===== config.mk =====
export PLATFORM = sky130hd
export DESIGN_NAME = rv32i_multicycle_ctrl
export DESIGN_NICKNAME = d
export VERILOG_FILES = /design/src/rtl/rv32i_multicycle_ctrl.sv
export SDC_FILE = /design/constraint.sdc
export NUM_CORES = 1
export LEC_CHECK = 0
export ABC_AREA = 0
export BUFFER_PORTS_ARGS = -buffer_cell sky130_fd_sc_hd__buf_2
export CAP_MARGIN = 10
export CELL_PAD_IN_SITES_DETAIL_PLACEMENT = 1
export CELL_PAD_IN_SITES_GLOBAL_PLACEMENT = 1
export CORE_AREA = 2 2 60 62
export CTS_BUF_LIST = sky130_fd_sc_hd__clkbuf_4 sky130_fd_sc_hd__clkbuf_8
export CTS_CLUSTER_SIZE = 40
export DETAILED_ROUTE_END_ITERATION = 8
export DIE_AREA = 0 0 62 64
export GPL_ROUTABILITY_DRIVEN = 0
export MAX_ROUTING_LAYER = met4
export PLACE_DENSITY_LB_ADDON = 0.3
export RECOVER_POWER = 100
export SLEW_MARGIN = 20
export SYNTH_ARGS = -nofsm -noshare
export SYNTH_HDL_FRONTEND = slang
export SYNTH_SLANG_ARGS = --single-unit
export TNS_END_PERCENT = 50

===== constraint.sdc =====
create_clock -name clock -period 1.55 [get_ports clock]
set_clock_uncertainty 0.05 [all_clocks]
set_input_delay 0.0775 -clock clock [delete_from_list [all_inputs] [get_ports clock]]
set_output_delay 0.0775 -clock clock [all_outputs]
set_load 0.02 [all_outputs]

===== src/rtl/rv32i_multicycle_ctrl.sv =====
// Multi-cycle RV32I control FSM: sequences fetch/decode/exec/mem/writeback for the datapath.
// Latency (mem_ready=1): ALU op 4 cycles, branch 3, store 4, load 5; outputs combinational from state and ir.
// Backpressure: FETCH and MEM hold mem_req until mem_ready; optional illegal trap via RV32I_ILLEGAL_TRAP_EN.
module rv32i_multicycle_ctrl #(
    parameter int RESET_WAIT = 0
) (
    input  logic        clock,
    input  logic        reset,
    input  logic [31:0] ir,
    input  logic        alu_zero,
    input  logic        alu_lsb,
    input  logic        mem_ready,
    output logic        mem_req,
    output logic        mem_we,
    output logic        addr_sel,
    output logic        ir_write,
    output logic        pc_write,
    output logic        pc_src,
    output logic        asel,
    output logic        bsel,
    output logic [2:0]  immsel,
    output logic [4:0]  alu_ctrl,
    output logic        aluout_write,
    output logic        reg_write,
    output logic [1:0]  wb_sel,
    output logic        retire,
    output logic        trap
);

    typedef enum logic [2:0] {
        S_RESET, S_FETCH, S_DECODE, S_EXEC, S_MEM, S_WB, S_TRAP
    } state_t;

    localparam logic [6:0] OP_REG = 7'b0110011, OP_IMM = 7'b0010011, OP_LOAD = 7'b0000011;
    localparam logic [6:0] OP_STORE = 7'b0100011, OP_BRANCH = 7'b1100011, OP_JAL = 7'b1101111;
    localparam logic [6:0] OP_JALR = 7'b1100111, OP_LUI = 7'b0110111, OP_AUIPC = 7'b0010111;

    localparam logic [4:0] ALU_ADD = 5'd0, ALU_SUB = 5'd1, ALU_SLL = 5'd2, ALU_SLT = 5'd3;
    localparam logic [4:0] ALU_SLTU = 5'd4, ALU_XOR = 5'd5, ALU_SRL = 5'd6, ALU_SRA = 5'd7;
    localparam logic [4:0] ALU_OR = 5'd8, ALU_AND = 5'd9, ALU_PASSB = 5'd10;

    localparam logic [3:0] WAIT_N = 4'(RESET_WAIT);

    state_t     state, state_n;
    logic [3:0] wait_cnt;
    logic [6:0] opcode;
    logic [2:0] funct3;
    logic       alt;
    logic       taken;
    logic       unused_ir;

    assign opcode    = ir[6:0];
    assign funct3    = ir[14:12];
    assign alt       = ir[30];
    assign unused_ir = ^{ir[31], ir[29:15], ir[11:7]};

    // funct3 (+ funct7[5]) to ALU operation; SUB only exists for register-register ops
    function automatic logic [4:0] alu_from_f3(input logic [2:0] f3, input logic f7b5, input logic is_reg);
        case (f3)
            3'd0:    return (is_reg && f7b5) ? ALU_SUB : ALU_ADD;
            3'd1:    return ALU_SLL;
            3'd2:    return ALU_SLT;
            3'd3:    return ALU_SLTU;
            3'd4:    return ALU_XOR;
            3'd5:    return f7b5 ? ALU_SRA : ALU_SRL;
            3'd6:    return ALU_OR;
            default: return ALU_AND;
        endcase
    endfunction

    // Branch outcome from the ALU flags; undefined funct3 values fall through as not taken
    always_comb begin
        taken = 1'b0;
        case (funct3)
            3'd0:    taken = alu_zero;
            3'd1:    taken = !alu_zero;
            3'd4,
            3'd6:    taken = alu_lsb;
            3'd5,
            3'd7:    taken = !alu_lsb;
            default: taken = 1'b0;
        endcase
    end

`ifdef RV32I_ILLEGAL_TRAP_EN
    logic illegal;
    logic trap_q;

    // Opcode/funct3 legality, only consulted in EXEC
    always_comb begin
        illegal = 1'b0;
        case (opcode)
            OP_REG, OP_IMM, OP_LUI, OP_AUIPC, OP_JAL: illegal = 1'b0;
            OP_LOAD:   illegal = (funct3 == 3'd3) || (funct3 >= 3'd6);
            OP_STORE:  illegal = (funct3 > 3'd2);
            OP_BRANCH: illegal = (funct3 == 3'd2) || (funct3 == 3'd3);
            OP_JALR:   illegal = (funct3 != 3'd0);
            default:   illegal = 1'b1;
        endcase
    end

    // Sticky trap flag, cleared only by reset
    always_ff @(posedge clock) begin
        if (reset) trap_q <= 1'b0;
        else       trap_q <= (state_n == S_TRAP);
    end
`endif

    // State register and post-reset idle counter
    always_ff @(posedge clock) begin
        if (reset) begin
            state    <= S_RESET;
            wait_cnt <= 4'd0;
        end else begin
            state <= state_n;
            if (state == S_RESET && wait_cnt != WAIT_N) wait_cnt <= wait_cnt + 4'd1;
        end
    end

    // Next state and datapath controls; everything forced to 0 while reset is high
    always_comb begin
        state_n      = state;
        mem_req      = 1'b0;
        mem_we       = 1'b0;
        addr_sel     = 1'b0;
        ir_write     = 1'b0;
        pc_write     = 1'b0;
        pc_src       = 1'b0;
        asel         = 1'b0;
        bsel         = 1'b0;
        immsel       = 3'd0;
        alu_ctrl     = ALU_ADD;
        aluout_write = 1'b0;
        reg_write    = 1'b0;
        wb_sel       = 2'd0;
        retire       = 1'b0;
        trap         = 1'b0;
        if (!reset) begin
`ifdef RV32I_ILLEGAL_TRAP_EN
            trap = trap_q;
`endif
            case (state)
                S_RESET: if (wait_cnt == WAIT_N) state_n = S_FETCH;
                S_FETCH: begin
                    mem_req = 1'b1;
                    if (mem_ready) begin
                        ir_write = 1'b1;
                        pc_write = 1'b1;
                        state_n  = S_DECODE;
                    end
                end
                S_DECODE: begin
                    // Precompute OldPC + Imm as the branch/JAL target
                    asel         = 1'b1;
                    bsel         = 1'b1;
                    immsel       = (opcode == OP_JAL) ? 3'd4 : 3'd2;
                    aluout_write = 1'b1;
                    state_n      = S_EXEC;
                end
                S_EXEC: begin
`ifdef RV32I_ILLEGAL_TRAP_EN
                    if (illegal) state_n = S_TRAP;
                    else
`endif
                    begin
                        case (opcode)
                            OP_REG: begin
                                alu_ctrl     = alu_from_f3(funct3, alt, 1'b1);
                                aluout_write = 1'b1;
                                state_n      = S_WB;
                            end
                            OP_IMM: begin
                                bsel         = 1'b1;
                                alu_ctrl     = alu_from_f3(funct3, alt, 1'b0);
                                aluout_write = 1'b1;
                                state_n      = S_WB;
                            end
                            OP_LOAD, OP_STORE: begin
                                bsel         = 1'b1;
                                immsel       = (opcode == OP_STORE) ? 3'd1 : 3'd0;
                                aluout_write = 1'b1;
                                state_n      = S_MEM;
                            end
                            OP_BRANCH: begin
                                alu_ctrl = (funct3[2:1] == 2'b00) ? ALU_SUB :
                                           (funct3[1] ? ALU_SLTU : ALU_SLT);
                                pc_write = taken;
                                pc_src   = taken;
                                retire   = 1'b1;
                                state_n  = S_FETCH;
                            end
                            OP_JAL: begin
                                pc_write = 1'b1;
                                pc_src   = 1'b1;
                                state_n  = S_WB;
                            end
                            OP_JALR: begin
                                bsel     = 1'b1;
                                pc_write = 1'b1;
                                pc_src   = 1'b1;
                                state_n  = S_WB;
                            end
                            OP_LUI, OP_AUIPC: begin
                                asel         = (opcode == OP_AUIPC);
                                bsel         = 1'b1;
                                immsel       = 3'd3;
                                alu_ctrl     = (opcode == OP_LUI) ? ALU_PASSB : ALU_ADD;
                                aluout_write = 1'b1;
                                state_n      = S_WB;
                            end
                            default: begin
                                retire  = 1'b1;
                                state_n = S_FETCH;
                            end
                        endcase
                    end
                end
                S_MEM: begin
                    mem_req  = 1'b1;
                    addr_sel = 1'b1;
                    mem_we   = (opcode == OP_STORE);
                    if (mem_ready) begin
                        if (opcode == OP_STORE) begin
                            retire  = 1'b1;
                            state_n = S_FETCH;
                        end else begin
                            state_n = S_WB;
                        end
                    end
                end
                S_WB: begin
                    reg_write = 1'b1;
                    retire    = 1'b1;
                    wb_sel    = (opcode == OP_LOAD) ? 2'd1 :
                                ((opcode == OP_JAL || opcode == OP_JALR) ? 2'd2 : 2'd0);
                    state_n   = S_FETCH;
                end
                default: state_n = S_TRAP;
            endcase
        end
    end

endmodule


; ---- Word level (Yosys, flattened, before mapping)
; Cells that the tools add are included.
[totals]
ff_bits = 7
latchBits = 0
ramBits = 0
mem_bits_ro = 0
inputBits = 37
word_cells = 103
memories = 0
[classes]
n_addsub = 1
multipliers = 0
div_mod_pow = 0
order_cmp = 0
eq_ne = 24
n_shift = 0
n_mux = 56
n_bitwise = 0
reduce_logical = 20
[op_table]
columns = cell, count
row1 = $pmux W4 S7, 2
row2 = $mux W1, 27
row3 = $mux W3, 8
row4 = $eq A7 B6 Y1 const B, 3
row5 = $eq A7 B7 Y1 const B, 3
row6 = $eq A3 B3 Y1 const B, 6
row7 = $pmux W3 S6, 1
row8 = $reduce_or A6 Y1, 3
row9 = $pmux W4 S4, 1
row10 = $eq A7 B5 Y1 const B, 2
row11 = $eq A3 B2 Y1 const B, 4
row12 = $mux W4, 3
row13 = $pmux W3 S2, 2
row14 = $reduce_or A2 Y1, 6
row15 = $pmux W1 S2, 5
row16 = $mux W2, 4
row17 = $reduce_or A8 Y1, 1
row18 = $eq A7 B2 Y1 const B, 1
row19 = $eq A3 B1 Y1 const B, 2
row20 = $logic_not A3 Y1, 2
row21 = $add A4 B1 Y4 const B, 1
row22 = $logic_not A4 Y1, 1
row23 = $ne A2 B2 Y1 const B, 2
row24 = $pmux W1 S4, 1
row25 = other kinds (9), 10

; ---- Logic depth before layout (Yosys ltp)
[depth]
word_depth = 6
mapped_depth = 6

; ---- Worst setup path before layout
; OpenSTA, ideal clock, no wires.
[synth_timing]
path_type = register -> output
start = reg state[1]
end = out pc_write
t_arrival_ps = 1746
setup_slack_ps = -324
stages_incl_launch_ff = 5
n_path_buf = 1
cell_sequence = dfxtp_1 -> buf_2 -> nand2b_1 -> nor4b_1 -> o21bai_1
[synth_via]
elab_chain_len = 3
word_cells_on_any_way = 4
[synth_rtl]
columns = item, line
row1 = start: declaration, 44  ; state_t state, state_n;
row2 = start signal: assignment, 115  ; state <= state_n;
row3 = $eq A3 B2 Y1 / $eq A3 B1 Y1 (equally long branches), 142  ; case (state)
row4 = $pmux W1 S2 *, 142
row5 = $mux W1 *, 138  ; if (!reset) begin
row6 = end: declaration, 17  ; output logic pc_write,
; Every way passes the cells marked *; elsewhere a longest branch is shown, timed or not.

; ---- Final worst setup path
[layout_timing]
start = reg state[2]
end = out alu_ctrl[2]
[layout_via]
elab_chain_len = 3
[layout_rtl]
columns = item, line
row1 = $eq A3 B2 Y1, 142
row2 = $mux W4, 142
row3 = $mux W4, 138
row4 = end: declaration, 22  ; output logic [4:0] alu_ctrl,
; Every way passes these cells.

==> results.tsv <==
metric	value	unit
worst_path_max_delay_cell	dfxtp_4	
fin_crit_sh	1.08	
fin_nets	212	
synth_largest_area_cell	dfxtp_1	
drt_iter0_drc	67	
synth_area_leaders	dfxtp_1 (16%), nor2_1 (6.4%), mux2i_1 (4.5%), xor2_1 (4.0%), a21oi_1 (3.4%)	
met2_usage	0.314	
ys_seq_area_frac	0.158	
root_buffer	clkbuf_4	
syn2layout_area_growth	66.2	%
r2r_slack	0.13	ns
power_density	419	nW/µm²
worstPathRequired	1.42	ns
die_x	62	µm
synthDominantCellAreaShare	0.158	
num_rows	21	
cts_hold_buf	0	
grt_pass1_wl	5090	µm
grt.total_usage	0.172	
critical_path_buf_inv_count	1	
outcome	complete, but fails checks	
violations	setup timing	
synth_warnings	0	
finalSetupViolations	12	
cp.arrival	1.54	ns
crit_chain	nor3b_4, nand2_2, a2111o_1, nor2_2, buf_6	
r2r_end	wait_cnt[3]	
dr.pass1.iters	4	
coreArea	3280	µm²
vias	1116	
r2r_start	state[2]	
crit_path_start_kind	flop	
dpl-instance-area	1150	µm²
final.min_clock_period	1.67	ns
ys_types	49	
synth_edf_count	0	
crit_family	simple AND/OR/NAND/NOR gates	
setup_ws	-0.121	ns
die_h	64	µm
cp-end-kind	output pin	
postRouteAntennaNets	0	
grt_overflow	0	
ys_seq_elements	7	
vdd_drop_max	296	µV
min_delay_worst_endpoint	state[0]	
path_class	flop to output pin	
fin_tns_setup	-0.617	ns
via_per_inst	5.12	
dieArea	3970	µm²
hold_class	primary input to flop	
ys_top_cells_by_count	nor2_1 (15), dfxtp_1 (7), nand2_1 (7)	
total_power	0.617	mW
async_reset_ff_frac	0	
io_pins	59	
clk_pin_slew	0.05	ns
wire_per_inst	15.2	µm
max_freq	0.599	GHz
crit_fanout	4	
hold_viol	0	
hold_ws	0.135	ns
port_buffers	35	
clk_latency	0.26	ns
p_leak	0.603	nW
ctsLongestPathBuffers	2	
start_util	0.270	
max_stage_delay	0.36	ns
synth-main-ff-cell	dfxtp_1	
netlist_instances	124	
cap_violations	0	
drv_slew	0	
worstSetupStartpoint	state[2]	
diodes	0	
hpwl	2340	µm
antenna_found_initial	0	
wl	3320	µm
h-tree-depth	1	
grt_use_met1	0.185	
gr-usage-met3	0.0182	
cts_sinks	7	
grt_pass1_vias	1136	
drc_errors	0	
rsz0062_at_grt	true	
grt_max_degree	10	
yosysMostFrequentCell	nor2_1	
cts_tree	done	
reg2reg_depth	6	
busiest_layer	met2	
hold_depth	3	
syn_area	886	µm²
syn_avg_cell_area	7.14	µm²
hold_start	reset	
cts_made_buffers	3	
fin_area	1470	µm²
drive_above_1_share	0.500	
-- kinds of logic after synthesis --
kind of cell / count (synthesis) / share of synthesized area
AOI/OAI and AO/OA: 28 / 0.223
other: 1 / 0.00423
adders and majority gates: 2 / 0.0282
xor gates and xnor gates: 6 / 0.0593
muxes: 5 / 0.0579
DFF: 7 / 0.158
buffers and inverters: 18 / 0.102
and+or+nand+nor: 57 / 0.367
-- report_power, final --
group	total (mW)	internal, mW	switching, mW
Clock	0.189	0.116	0.0732
Sequential	0.193	0.184	0.00955
Combinational	0.234	0.105	0.129
Total	0.617	0.405	0.212
-- worst max path at each step --
| stage | endpoint | cells past startpoint |
|---|---|---|
| floorplan | pc_write | 4 |
| global placement | state[0] | 5 |
| detailed placement | state[0] | 5 |
| CTS | alu_ctrl[2] | 5 |
| global route | alu_ctrl[1] | 6 |
| finish | alu_ctrl[2] | 5 |
-- what timing repair did --
action                                 4_1_cts  5_1_grt
pin swaps                                    8        1
endpoints found under the hold margin        0        0
resized for setup                           22       37
setup buffers                                6        5
setup endpoints to repair                   16       19
-- metal layers --
layer  vias to the layer above  part of all wire
li1                        547                 -
met1                       538              0.37
met2                        25              0.58
met3                         6             0.028
met4                         0             0.015
met5                         -                 0
-- metrics by stage --
step                std cells   util  setup WS, ns
floorplan                 125      -       -0.0260
global placement          203  0.350        0.0859
detailed placement        203  0.350        0.0399
CTS                       213  0.398       -0.0660
global route              218  0.448        -0.207
finish                    218  0.448        -0.121
-- state kept, by name, summed over array words and instances (netlist names) --
register,count
state,3
wait_cnt,4
-- worst register-to-register path: cells and delay by family, from the launching register on --
| family | cells | cell delay, ns |
|---|---|---|
| buffers and inverters | 2 | 0.29 |
| flip-flops | 1 | 0.36 |
| XOR/XNOR | 1 | 0.18 |
| AND/OR/NAND/NOR | 3 | 0.44 |
-- cell type report --
| class | count | area (µm²) |
|---|---|---|
| Fill cell | 417 | 1810 |
| Tap cell | 46 | 57.6 |
| Inverter | 6 | 25.0 |
| Sequential cell | 7 | 149 |
| Timing Repair Buffer | 55 | 418 |
| Clock buffer | 4 | 30.0 |
| Multi-Input combinational cell | 100 | 793 |
-- cells in the final DEF (no fill, tap or decap), types with 3 or more instances in the layout --
master and instances:
nand2b_1 4, nand3b_1 4, a31oi_1 3, buf_2 19, inv_1 5, xor2_1 4, nand3_1 4, nand2_1 6
a21oi_1 5, mux2i_1 4, nor2_1 12, clkbuf_4 4, nand4_1 3, buf_6 14, buf_4 22, dfxtp_1 4
nor2_2 3
Note: power is estimated with default switching activity, not from simulation.
